File: config.mk
export PLATFORM = sky130hd
export DESIGN_NAME = seq_detector_param
export DESIGN_NICKNAME = d
export VERILOG_FILES = /design/src/rtl/seq_det_pkg.sv /design/src/rtl/seq_det_match_cnt.sv /design/src/rtl/seq_detector_param.sv
export SDC_FILE = /design/constraint.sdc
export NUM_CORES = 1
export LEC_CHECK = 0
export ABC_AREA = 1
export CAP_MARGIN = 20
export CELL_PAD_IN_SITES_DETAIL_PLACEMENT = 1
export CELL_PAD_IN_SITES_GLOBAL_PLACEMENT = 1
export CORE_MARGIN = 3
export CORE_UTILIZATION = 37
export CTS_BUF_LIST = sky130_fd_sc_hd__clkbuf_4 sky130_fd_sc_hd__clkbuf_8 sky130_fd_sc_hd__clkbuf_16
export CTS_CLUSTER_DIAMETER = 200
export CTS_CLUSTER_SIZE = 24
export DETAILED_ROUTE_END_ITERATION = 8
export GPL_ROUTABILITY_DRIVEN = 0
export PLACE_DENSITY = 0.74
export SLEW_MARGIN = 5
export SYNTH_ARGS = -nofsm -noshare
export SYNTH_HDL_FRONTEND = slang
export SYNTH_HIERARCHICAL = 1
export SYNTH_SLANG_ARGS = --single-unit
File: constraint.sdc
create_clock -name clk -period 2.9 [get_ports clk]
set_clock_uncertainty 0.2 [all_clocks]
set_input_delay 0.435 -clock clk [delete_from_list [all_inputs] [get_ports clk]]
set_output_delay 0.435 -clock clk [all_outputs]
set_load 0.01 [all_outputs]
File: src/rtl/seq_det_pkg.sv
// Shared constants, mode type and helpers for the parametrised serial sequence detector.
package seq_det_pkg;

  localparam int unsigned LEN_MAX   = 32;
  localparam int unsigned DEF_LEN   = 6;
  localparam int unsigned CNT_W_MAX = 32;
  localparam int unsigned CW1       = CNT_W_MAX + 1;

  localparam logic [DEF_LEN-1:0] DEF_PATTERN = 6'b101111;

  typedef enum logic {
    MODE_NONOVL = 1'b0,
    MODE_OVL    = 1'b1
  } ovl_mode_e;

  // Increment v, saturating at the all-ones value of a w-bit counter (w <= CNT_W_MAX).
  function automatic logic [CNT_W_MAX-1:0] sat_inc(input logic [CNT_W_MAX-1:0] v,
                                                   input int unsigned          w);
    logic [CW1-1:0] lim;
    lim = (CW1'(1) << w) - CW1'(1);
    if ({1'b0, v} >= lim) begin
      return CNT_W_MAX'(lim);
    end
    return v + CNT_W_MAX'(1);
  endfunction

endpackage

File: src/rtl/seq_det_match_cnt.sv
// Saturating detection counter with synchronous clear and a sticky saturation flag.
module seq_det_match_cnt
  import seq_det_pkg::*;
#(
  parameter int unsigned CNT_W = 8
) (
  input  logic             clk,
  input  logic             rst,
  input  logic             clr,
  input  logic             inc,
  output logic [CNT_W-1:0] cnt,
  output logic             sat
);

  localparam logic [CNT_W-1:0] CNT_ONES = '1;

  logic [CNT_W-1:0] cnt_d;
  logic             sat_d;

  // Clear takes effect first; a coincident increment then lands on zero.
  always_comb begin
    cnt_d = clr ? '0 : cnt;
    if (inc) begin
      cnt_d = CNT_W'(sat_inc(CNT_W_MAX'(cnt_d), CNT_W));
    end
    sat_d = (clr ? 1'b0 : sat) | (cnt_d == CNT_ONES);
  end

  always_ff @(posedge clk or negedge rst) begin
    if (!rst) begin
      cnt <= '0;
      sat <= 1'b0;
    end else begin
      cnt <= cnt_d;
      sat <= sat_d;
    end
  end

endmodule

File: src/rtl/seq_detector_param.sv
// Parametrised serial Mealy sequence detector with run-time overlap mode and match counter.
// Optional run-time loadable pattern when SEQDET_PROG_EN is defined.
module seq_detector_param
  import seq_det_pkg::*;
#(
  parameter int unsigned    LEN     = DEF_LEN,
  parameter logic [LEN-1:0] PATTERN = DEF_PATTERN,
  parameter int unsigned    CNT_W   = 8
) (
  input  logic             clk,
  input  logic             rst,
  input  logic             en,
  input  logic             x,
  input  logic             overlap,
  input  logic             clr,
`ifdef SEQDET_PROG_EN
  input  logic             pat_load,
  input  logic [LEN-1:0]   pat_in,
`endif
  output logic             z,
  output logic [CNT_W-1:0] match_cnt,
  output logic             cnt_sat
);

  localparam int unsigned   HW        = LEN - 1;
  localparam int unsigned   FW        = $clog2(LEN);
  localparam logic [FW-1:0] FILL_FULL = FW'(LEN - 1);

  logic [HW-1:0]  hist_q, hist_d;
  logic [FW-1:0]  fill_q, fill_d;
  logic [LEN-1:0] pat_c;
  logic           load_c;
  logic           full_c;
  logic           hit_c;
  ovl_mode_e      mode_c;

`ifdef SEQDET_PROG_EN
  logic [LEN-1:0] pat_q;

  always_ff @(posedge clk or negedge rst) begin
    if (!rst) begin
      pat_q <= PATTERN;
    end else if (pat_load) begin
      pat_q <= pat_in;
    end
  end

  assign pat_c  = pat_q;
  assign load_c = pat_load;
`else
  assign pat_c  = PATTERN;
  assign load_c = 1'b0;
`endif

  // Match needs a full history window; a pattern load suppresses the strobe.
  assign full_c = (fill_q == FILL_FULL);
  assign hit_c  = en & full_c & ({hist_q, x} == pat_c) & ~load_c;
  assign z      = hit_c;
  assign mode_c = ovl_mode_e'(overlap);

  always_comb begin
    hist_d = hist_q;
    fill_d = fill_q;
    if (load_c) begin
      hist_d = '0;
      fill_d = '0;
    end else if (en) begin
      if (hit_c && (mode_c == MODE_NONOVL)) begin
        hist_d = '0;
        fill_d = '0;
      end else begin
        hist_d = HW'({hist_q, x});
        fill_d = full_c ? fill_q : fill_q + FW'(1);
      end
    end
  end

  always_ff @(posedge clk or negedge rst) begin
    if (!rst) begin
      hist_q <= '0;
      fill_q <= '0;
    end else begin
      hist_q <= hist_d;
      fill_q <= fill_d;
    end
  end

  seq_det_match_cnt #(
    .CNT_W (CNT_W)
  ) u_cnt (
    .clk (clk),
    .rst (rst),
    .clr (clr),
    .inc (hit_c),
    .cnt (match_cnt),
    .sat (cnt_sat)
  );

endmodule

==> impl_metrics.env, run 1 <==
export IMPL_syn_cell_area_um2=1061
export IMPL_critPathTopFamily="buffers and inverters"
export IMPL_holdBufCountCts=0
export IMPL_core_um2=2590
export IMPL_drc=0
export IMPL_synth_avg_cell_area_um2=8.225
export IMPL_clock_insertion_delay_worst_skew_ns=0.30
export IMPL_port_buffer_count=15
export IMPL_p_leak_nw=0.6501
export IMPL_first_pass_iters=4
export IMPL_dr_total_vias=897
export IMPL_ir_drop_v=0.0003192
export IMPL_slew_viol_final=0
export IMPL_hold_class="reg -> reg"
export IMPL_grt_total_usage_pct=16.36
export IMPL_syn_inst=129
export IMPL_die_height_um=59.55
export IMPL_cts_buffers=3
export IMPL_clock_fmax_ghz=0.3731
export IMPL_cts_num_sinks=17
export IMPL_dieWidth_um=59.55
export IMPL_power_density_nw_per_um2=439.4
export IMPL_layout_commonest_cell="nand2_1"
export IMPL_grt_pass1_vias=976
export IMPL_cts_tree="built"
export IMPL_dp_cells=173
export IMPL_grt_pass1_wl_mm=4.402
export IMPL_wire_per_inst_um=13.77
export IMPL_layout_cells_non_filler=177
export IMPL_placementRows=18
export IMPL_area_growth_syn_to_layout_pct=19.81
export IMPL_synth_seq_area_share_pct=40.09
export IMPL_hold_viol=0
export IMPL_layout_common_cells="nand2_1, inv_1, dfrtp_1, clkdlybuf4s50_1, nand3_1"
export IMPL_root_buffer="clkbuf_4"
export IMPL_postCtsSetupBuffers=0
export IMPL_period_share_pct=92.43
export IMPL_crit_type="reg -> out"
export IMPL_cp_end_kind="primary output"
export IMPL_power_total_mw=0.5586
export IMPL_syn_nets=137
export IMPL_cts_resized=0
export IMPL_antenna_left=0
export IMPL_path_cells="inv_1 > ha_1 > nand2_2 > nor2_4 > nand2_1 > nor2_1 > clkdlybuf4s50_1"
export IMPL_slowest_delay_ns=0.59
export IMPL_crit_required_ns=2.27
export IMPL_rsz0062_at_grt="no"
export IMPL_cp_max_fo=5
export IMPL_dieArea_um2=3546
export IMPL_final_setup_viol_count=0
export IMPL_antenna_found_initial=0
export IMPL_fillCellCount=332
export IMPL_arrival_ns=2.05
export IMPL_drt_iter0_drc=26
export IMPL_path_clk_slew_ns=0.09
export IMPL_fin_tns_setup_ns=0
export IMPL_cp_slowest_cell="clkdlybuf4s50_1"
export IMPL_hpwl_mm=1.957
export IMPL_ctsHtreeMaxLevel=1
export IMPL_grt_max_degree=18
export IMPL_maxSlewHeadroom_pct=48.30
export IMPL_routed_wl_mm=2.437
export IMPL_worst_pin_slew_ns=0.7731
export IMPL_ys_warn_count=6
export IMPL_outcome="complete, no violations"
export IMPL_cap_viol_max_count=0
export IMPL_initial_utilization_pct=40.97
export IMPL_diodes=0
export IMPL_drive_above_1_share_pct=20.41
export IMPL_start_kind="flop"
export IMPL_synth_seq_cells=17
export IMPL_via_per_inst=5.068
export IMPL_critPathBufInv=2
export IMPL_overflow=0
export IMPL_nets=156
export IMPL_clk_path_buf_depth=2
export IMPL_synth_distinct_cells=26
export IMPL_fin_crit_ns=2.681
export IMPL_pin_count=16
-- cell type report --
type	instances	area [um2]	share of cell area, %
clock buffer	4	30.03	2.362
inverter	21	80.08	6.299
multi-input combinational	89	540.5	42.52
sequential	17	425.4	33.46
tap	30	37.54	2.953
timing repair buffer	16	157.7	12.40
-- per-stage QoR --
step | cell area (um2) | hold WS [ns] | setup WS, ns | utilization (%)
after floorplan | 1061 | -0.06059 | 0.7051 | -
after global placement | 1241 | 0.2684 | 0.2663 | 47.92
after detailed placement | 1241 | 0.2750 | 0.2459 | 47.92
after CTS | 1271 | 0.3070 | 0.1915 | 49.08
after global routing | 1271 | 0.3421 | 0.07013 | 49.08
final | 1271 | 0.2957 | 0.2195 | 49.08
-- cells by family after synthesis --
family	Yosys count	synth area share, %
buffers and inverters	23	8.961
adders and majority gates	2	2.358
AOI/OAI and AO/OA	11	6.250
muxes	1	1.061
DFF	17	40.09
and+or+nand+nor	74	40.45
xor gates and xnor gates	1	0.8256
-- cell usage after synthesis (all sizes together) --
master	n	area (um2)
inv	19	71.32
nand2	41	186.4
nand3	14	102.6
dfrtp	17	425.4
nor2	13	81.33
xor2	1	8.760
o21ai	9	45.04
clkinv	2	8.750
nand4	6	58.80
ha	2	25.02
a21oi	2	21.27
buf	1	11.26
clkbuf	1	3.750
mux2	1	11.26
-- per-layer routing --
metal	vias up	track usage, %	share of wire [%]	wire, um
met5	-	0	0	0
met4	0	3.797	1.3	31
met3	4	4.793	4.6	112
met2	20	26.21	47	1145
met1	426	21.72	47	1147
li1	447	-	-	-
-- sequential cells by signal, summed over array words and instances, names as in the netlist --
signal	cells
fill_q	3
hist_q	5
u_cnt/cnt	8
u_cnt/sat	1
-- worst paths after layout --
path                       startpoint      endpoint  slack, ns  depth (start not counted)
hold reg to reg             u_cnt/sat     u_cnt/sat       0.30                          2
min in group asynchronous         rst     hist_q[2]       0.38                          1
hold / removal              u_cnt/sat     u_cnt/sat       0.30                          2
setup reg to reg            fill_q[1]     u_cnt/sat       0.50                         14
setup / recovery            fill_q[1]             z       0.22                          7
max in group asynchronous         rst  u_cnt/cnt[7]       1.63                          1
-- report_power, final --
part,internal (mW),total [mW],switching (mW)
clock,0.0629,0.139,0.0762
combinational,0.0518,0.127,0.0748
sequential,0.266,0.293,0.0266
-- tightest hold or removal path: stages, from the launching register on --
cell and delay, ns:
dfrtp_1 0.36, nand2_1 0.05, nand2_1 0.06
(Power assumes the default switching activity.)
==> run 2, diff against run 1 <==
- PLACE_DENSITY: 0.74 -> default
- PLACE_DENSITY_LB_ADDON: default -> 0.1
==> run 2 against run 1 <==
Effect of this change: routed wire length rose by 2.8%; die area did not move; critical path depth unchanged; sequential share of layout area grew 0.066 points; final area decreased by 0.20%; cell count unchanged; utilization down 0.097 points; critical path type unchanged.
==> impl_metrics.env, run 2 (synthesis results as in run 1) <==
export IMPL_routed_wl_mm=2.506
export IMPL_power_density_nw_per_um2=432.9
export IMPL_worst_pin_slew_ns=0.8158
export IMPL_final_area_um2=1269
export IMPL_holdBufCountCts=0
export IMPL_endpoint="z"
export IMPL_cts_tree="built"
export IMPL_slew_viol_final=0
export IMPL_antenna_left=0
export IMPL_pin_count=16
export IMPL_die_height_um=59.55
export IMPL_outcome="complete, no violations"
export IMPL_antenna_found_initial=0
export IMPL_core_um2=2590
export IMPL_rsz0062_at_grt="no"
export IMPL_dr_total_vias=865
export IMPL_drive_above_1_share_pct=20.41
export IMPL_hpwl_mm=1.973
export IMPL_drt_iter0_drc=9
export IMPL_reg2reg_to="u_cnt/sat"
export IMPL_grt_pass1_vias=925
export IMPL_period_share_pct=93.70
export IMPL_fin_crit_ns=2.717
export IMPL_grt_total_usage_pct=16.24
export IMPL_placementRows=18
export IMPL_dieArea_um2=3546
export IMPL_layout_cells_non_filler=177
export IMPL_cts_resized=0
export IMPL_top_register="u_cnt/cnt"
export IMPL_fin_tns_setup_ns=0
export IMPL_via_per_inst=4.887
export IMPL_crit_type="reg -> out"
export IMPL_hold_viol=0
export IMPL_arrival_ns=2.08
export IMPL_ctsHtreeMaxLevel=1
export IMPL_cp_max_fo=5
export IMPL_largest_reg_flops=8
export IMPL_r2r_cells=14
export IMPL_layout_common_cells="nand2_1, inv_1, dfrtp_1, clkdlybuf4s50_1, nand3_1"
export IMPL_clock_insertion_delay_worst_skew_ns=0.29
export IMPL_wl_met1_mm=1.238
export IMPL_path_clk_slew_ns=0.11
export IMPL_drc=0
export IMPL_first_pass_iters=4
export IMPL_root_buffer="clkbuf_4"
export IMPL_crit_required_ns=2.27
export IMPL_layout_setup_ws_ns=0.1827
export IMPL_grt_max_degree=18
export IMPL_clk_path_buf_depth=2
export IMPL_final_setup_viol_count=0
export IMPL_maxSlewHeadroom_pct=45.44
export IMPL_dp_slack_ns=0.2246
export IMPL_port_buffer_count=15
export IMPL_dp_cells=173
export IMPL_nets=156
export IMPL_layout_commonest_cell="nand2_1"
export IMPL_grt_pass1_wl_mm=4.305
export IMPL_p_leak_nw=0.6494
export IMPL_wl_met2_mm=1.146
export IMPL_overflow=0
export IMPL_placed_cell_area_um2=1241
export IMPL_initial_utilization_pct=40.97
export IMPL_cp_end_kind="primary output"
export IMPL_wire_per_inst_um=14.16
export IMPL_postCtsSetupBuffers=0
export IMPL_dieWidth_um=59.55
export IMPL_top_regs="u_cnt/cnt x8, hist_q x5, fill_q x3"
export IMPL_cts_num_sinks=17
export IMPL_clock_fmax_ghz=0.3680
export IMPL_worstHoldStart="u_cnt/sat"
export IMPL_worstReg2RegStart="fill_q[1]"
export IMPL_diodes=0
export IMPL_met3_length_um=106
export IMPL_route_top_layer_used="met4"
export IMPL_hold_class="reg -> reg"
export IMPL_area_growth_syn_to_layout_pct=19.58
export IMPL_rrSetupSlack_ns=0.49
export IMPL_ir_drop_v=0.0002958
export IMPL_start_kind="flop"
export IMPL_cap_viol_max_count=0
export IMPL_cts_buffers=3
export IMPL_startpoint="fill_q[1]"
[run 2: cell types whose count changed in the layout (fill, tap and decap cells not counted), sizes merged]
| cell | change |
|---|---|
| clkinv | +1 |
| clkbuf | -1 |
[run 2: report_power, final]
part / total, mW / switching (mW) / internal [mW]
sequential: 0.292 / 0.0261 / 0.266
clock: 0.132 / 0.0808 / 0.0513
combinational: 0.125 / 0.0721 / 0.0526
[run 2: worst min-delay path by stage]
stage	endpoint	depth (start not counted)
after floorplan	fill_q[0]	0
after global placement	hist_q[4]	1
after detailed placement	hist_q[4]	1
after CTS	hist_q[4]	1
after global routing	hist_q[4]	1
final	u_cnt/sat	2
[run 2: through the flow]
step	utilization (%)	power, mW	hold WS (ns)
CTS	48.99	0.5604	0.3118
finish	48.99	0.5492	0.3035
global placement	47.92	0.4113	0.2686
detailed placement	47.92	0.4254	0.2846
floorplan	-	0.3843	-0.06059
global route	48.99	0.5930	0.3387
[run 2: cell type report]
type	count	area (um2)
clock buffer	3	22.52
clock inverter	1	5.005
fill	329	1321
inverter	21	80.08
multi-input combinational	89	540.5
sequential	17	425.4
tap	30	37.54
timing repair buffer	16	157.7
[run 2: worst max-delay path: stages, from the launching register on]
cell	delay [ns]
dfrtp_1	0.41
inv_1	0.06
ha_1	0.15
nand2_2	0.10
nor2_4	0.16
nand2_1	0.06
nor2_1	0.25
clkdlybuf4s50_1	0.60
[run 2: layer usage]
metal / GRT usage, % / vias up
met5: 0 / -
met2: 25.74 / 14
met1: 22.98 / 407
li1: - / 442
met3: 2.832 / 2
met4: 3.797 / 0
==> run 3, diff against run 2 <==
- CORE_UTILIZATION: 37 -> 39
==> run 3 against run 2 <==
Effect of this change: combinational power hardly changed; routed wire length decreased by 4.0%; utilization increased by 1.4 points; final area is 0.20% higher; critical path depth is the same; global-route usage increased by 0.68 points; sequential share of layout area decreased by 0.066 points; largest power group unchanged.
==> impl_metrics.env, run 3 (synthesis results as in run 1) <==
export IMPL_ctsHtreeMaxLevel=1
export IMPL_grt_max_degree=18
export IMPL_endpoint="z"
export IMPL_period_share_pct=91.99
export IMPL_drt_iter0_drc=26
export IMPL_clock_fmax_ghz=0.3749
export IMPL_drc=0
export IMPL_cts_buffers=3
export IMPL_multi_input_area_um2=540.5
export IMPL_outcome="complete, no violations"
export IMPL_grt_pass1_wl_mm=4.395
export IMPL_clock_insertion_delay_worst_skew_ns=0.28
export IMPL_wl_met2_mm=1.207
export IMPL_hold_viol=0
export IMPL_critPathTopFamily="buffers and inverters"
export IMPL_cp_end_kind="primary output"
export IMPL_r2r_cells=14
export IMPL_antenna_found_initial=0
export IMPL_dp_slack_ns=0.1875
export IMPL_rrSetupSlack_ns=0.49
export IMPL_drive_above_1_share_pct=20.41
export IMPL_clk_path_buf_depth=2
export IMPL_layout_common_cells="nand2_1, inv_1, dfrtp_1, clkdlybuf4s50_1, nand3_1"
export IMPL_crit_cells=7
export IMPL_regArea_um2=425.4
export IMPL_maxSlewHeadroom_pct=50.78
export IMPL_grt_total_usage_pct=16.92
export IMPL_worstReg2RegStart="fill_q[1]"
export IMPL_overflow=0
export IMPL_holdBufCountCts=0
export IMPL_startpoint="fill_q[1]"
export IMPL_port_buffer_count=15
export IMPL_final_setup_viol_count=0
export IMPL_placementRows=18
export IMPL_start_kind="flop"
export IMPL_rsz0062_at_grt="no"
export IMPL_diodes=0
export IMPL_arrival_ns=2.03
export IMPL_wire_per_inst_um=13.59
export IMPL_worst_pin_slew_ns=0.7360
export IMPL_antenna_left=0
export IMPL_cp_slowest_cell="clkdlybuf4s50_1"
export IMPL_dieArea_um2=3383
export IMPL_via_per_inst=5.073
export IMPL_routed_wl_mm=2.405
export IMPL_slew_viol_final=0
export IMPL_area_growth_syn_to_layout_pct=19.81
export IMPL_initial_utilization_pct=42.06
export IMPL_pin_count=16
export IMPL_route_top_layer_used="met4"
export IMPL_hold_class="reg -> reg"
export IMPL_cap_viol_max_count=0
export IMPL_first_pass_iters=4
export IMPL_dieWidth_um=58.16
export IMPL_path_clk_slew_ns=0.09
export IMPL_root_buffer="clkbuf_4"
export IMPL_p_leak_nw=0.6501
export IMPL_grt_pass1_vias=989
export IMPL_crit_required_ns=2.27
export IMPL_layout_commonest_cell="nand2_1"
export IMPL_largest_reg_flops=8
export IMPL_dr_total_vias=898
export IMPL_layout_setup_ws_ns=0.2324
export IMPL_postCtsSetupBuffers=0
export IMPL_die_height_um=58.16
export IMPL_fillCellCount=330
export IMPL_cts_tree="built"
export IMPL_fin_crit_ns=2.668
export IMPL_fin_tns_setup_ns=0
export IMPL_path_cells="inv_1 > ha_1 > nand2_2 > nor2_4 > nand2_1 > nor2_1 > clkdlybuf4s50_1"
export IMPL_power_density_nw_per_um2=432.0
export IMPL_cts_resized=0
export IMPL_core_um2=2522
export IMPL_nets=156
export IMPL_top_register="u_cnt/cnt"
export IMPL_met3_length_um=51
export IMPL_crit_type="reg -> out"
export IMPL_hpwl_mm=1.942
export IMPL_reg2reg_to="u_cnt/sat"
export IMPL_wl_met1_mm=1.065
export IMPL_cp_max_fo=5
export IMPL_slowest_delay_ns=0.59
export IMPL_ir_drop_v=0.0002971
export IMPL_cts_num_sinks=17
export IMPL_top_regs="u_cnt/cnt x8, hist_q x5, fill_q x3"
export IMPL_critPathBufInv=2
-- run 3: cell types whose count changed in the layout (fill, tap and decap cells not counted) --
cell,delta
clkbuf_4,+1
clkinv_2,-1
-- run 3: final cells by class --
type	count	area share (%)
clock buffer	4	2.362
inverter	21	6.299
multi-input combinational	89	42.52
sequential	17	33.46
tap	30	2.953
timing repair buffer	16	12.40
-- run 3: metrics by stage --
step	hold WS, ns	instance area (um2)	util [%]	std cells	total power, mW
floorplan	-0.06059	1061	-	129	0.3843
global placement	0.2729	1241	49.21	173	0.4123
detailed placement	0.2891	1241	49.21	173	0.4234
CTS	0.3133	1271	50.40	177	0.5617
global route	0.3439	1271	50.40	177	0.5949
finish	0.3045	1271	50.40	177	0.5491
-- run 3: power by group --
group          switching, mW  total [mW]  internal, mW
Clock                 0.0706       0.133        0.0628
Combinational         0.0708       0.123        0.0521
Sequential            0.0266       0.293         0.266
-- run 3: how the worst min path moves through the flow --
stage	endpoint	depth (start not counted)	start	slack (ns)
global placement	hist_q[4]	1	hist_q[4]	0.27
global route	hist_q[4]	1	hist_q[4]	0.34
floorplan	fill_q[0]	0	rst	-0.06
detailed placement	fill_q[1]	2	fill_q[1]	0.29
finish	hist_q[4]	1	hist_q[4]	0.30
CTS	fill_q[1]	2	fill_q[1]	0.31
-- run 3: per-layer routing --
metal  vias up  track usage [%]
met4         0            9.272
met2        11            29.35
met3         6            2.227
met1       436            20.08
li1        445                -
met5         -                0
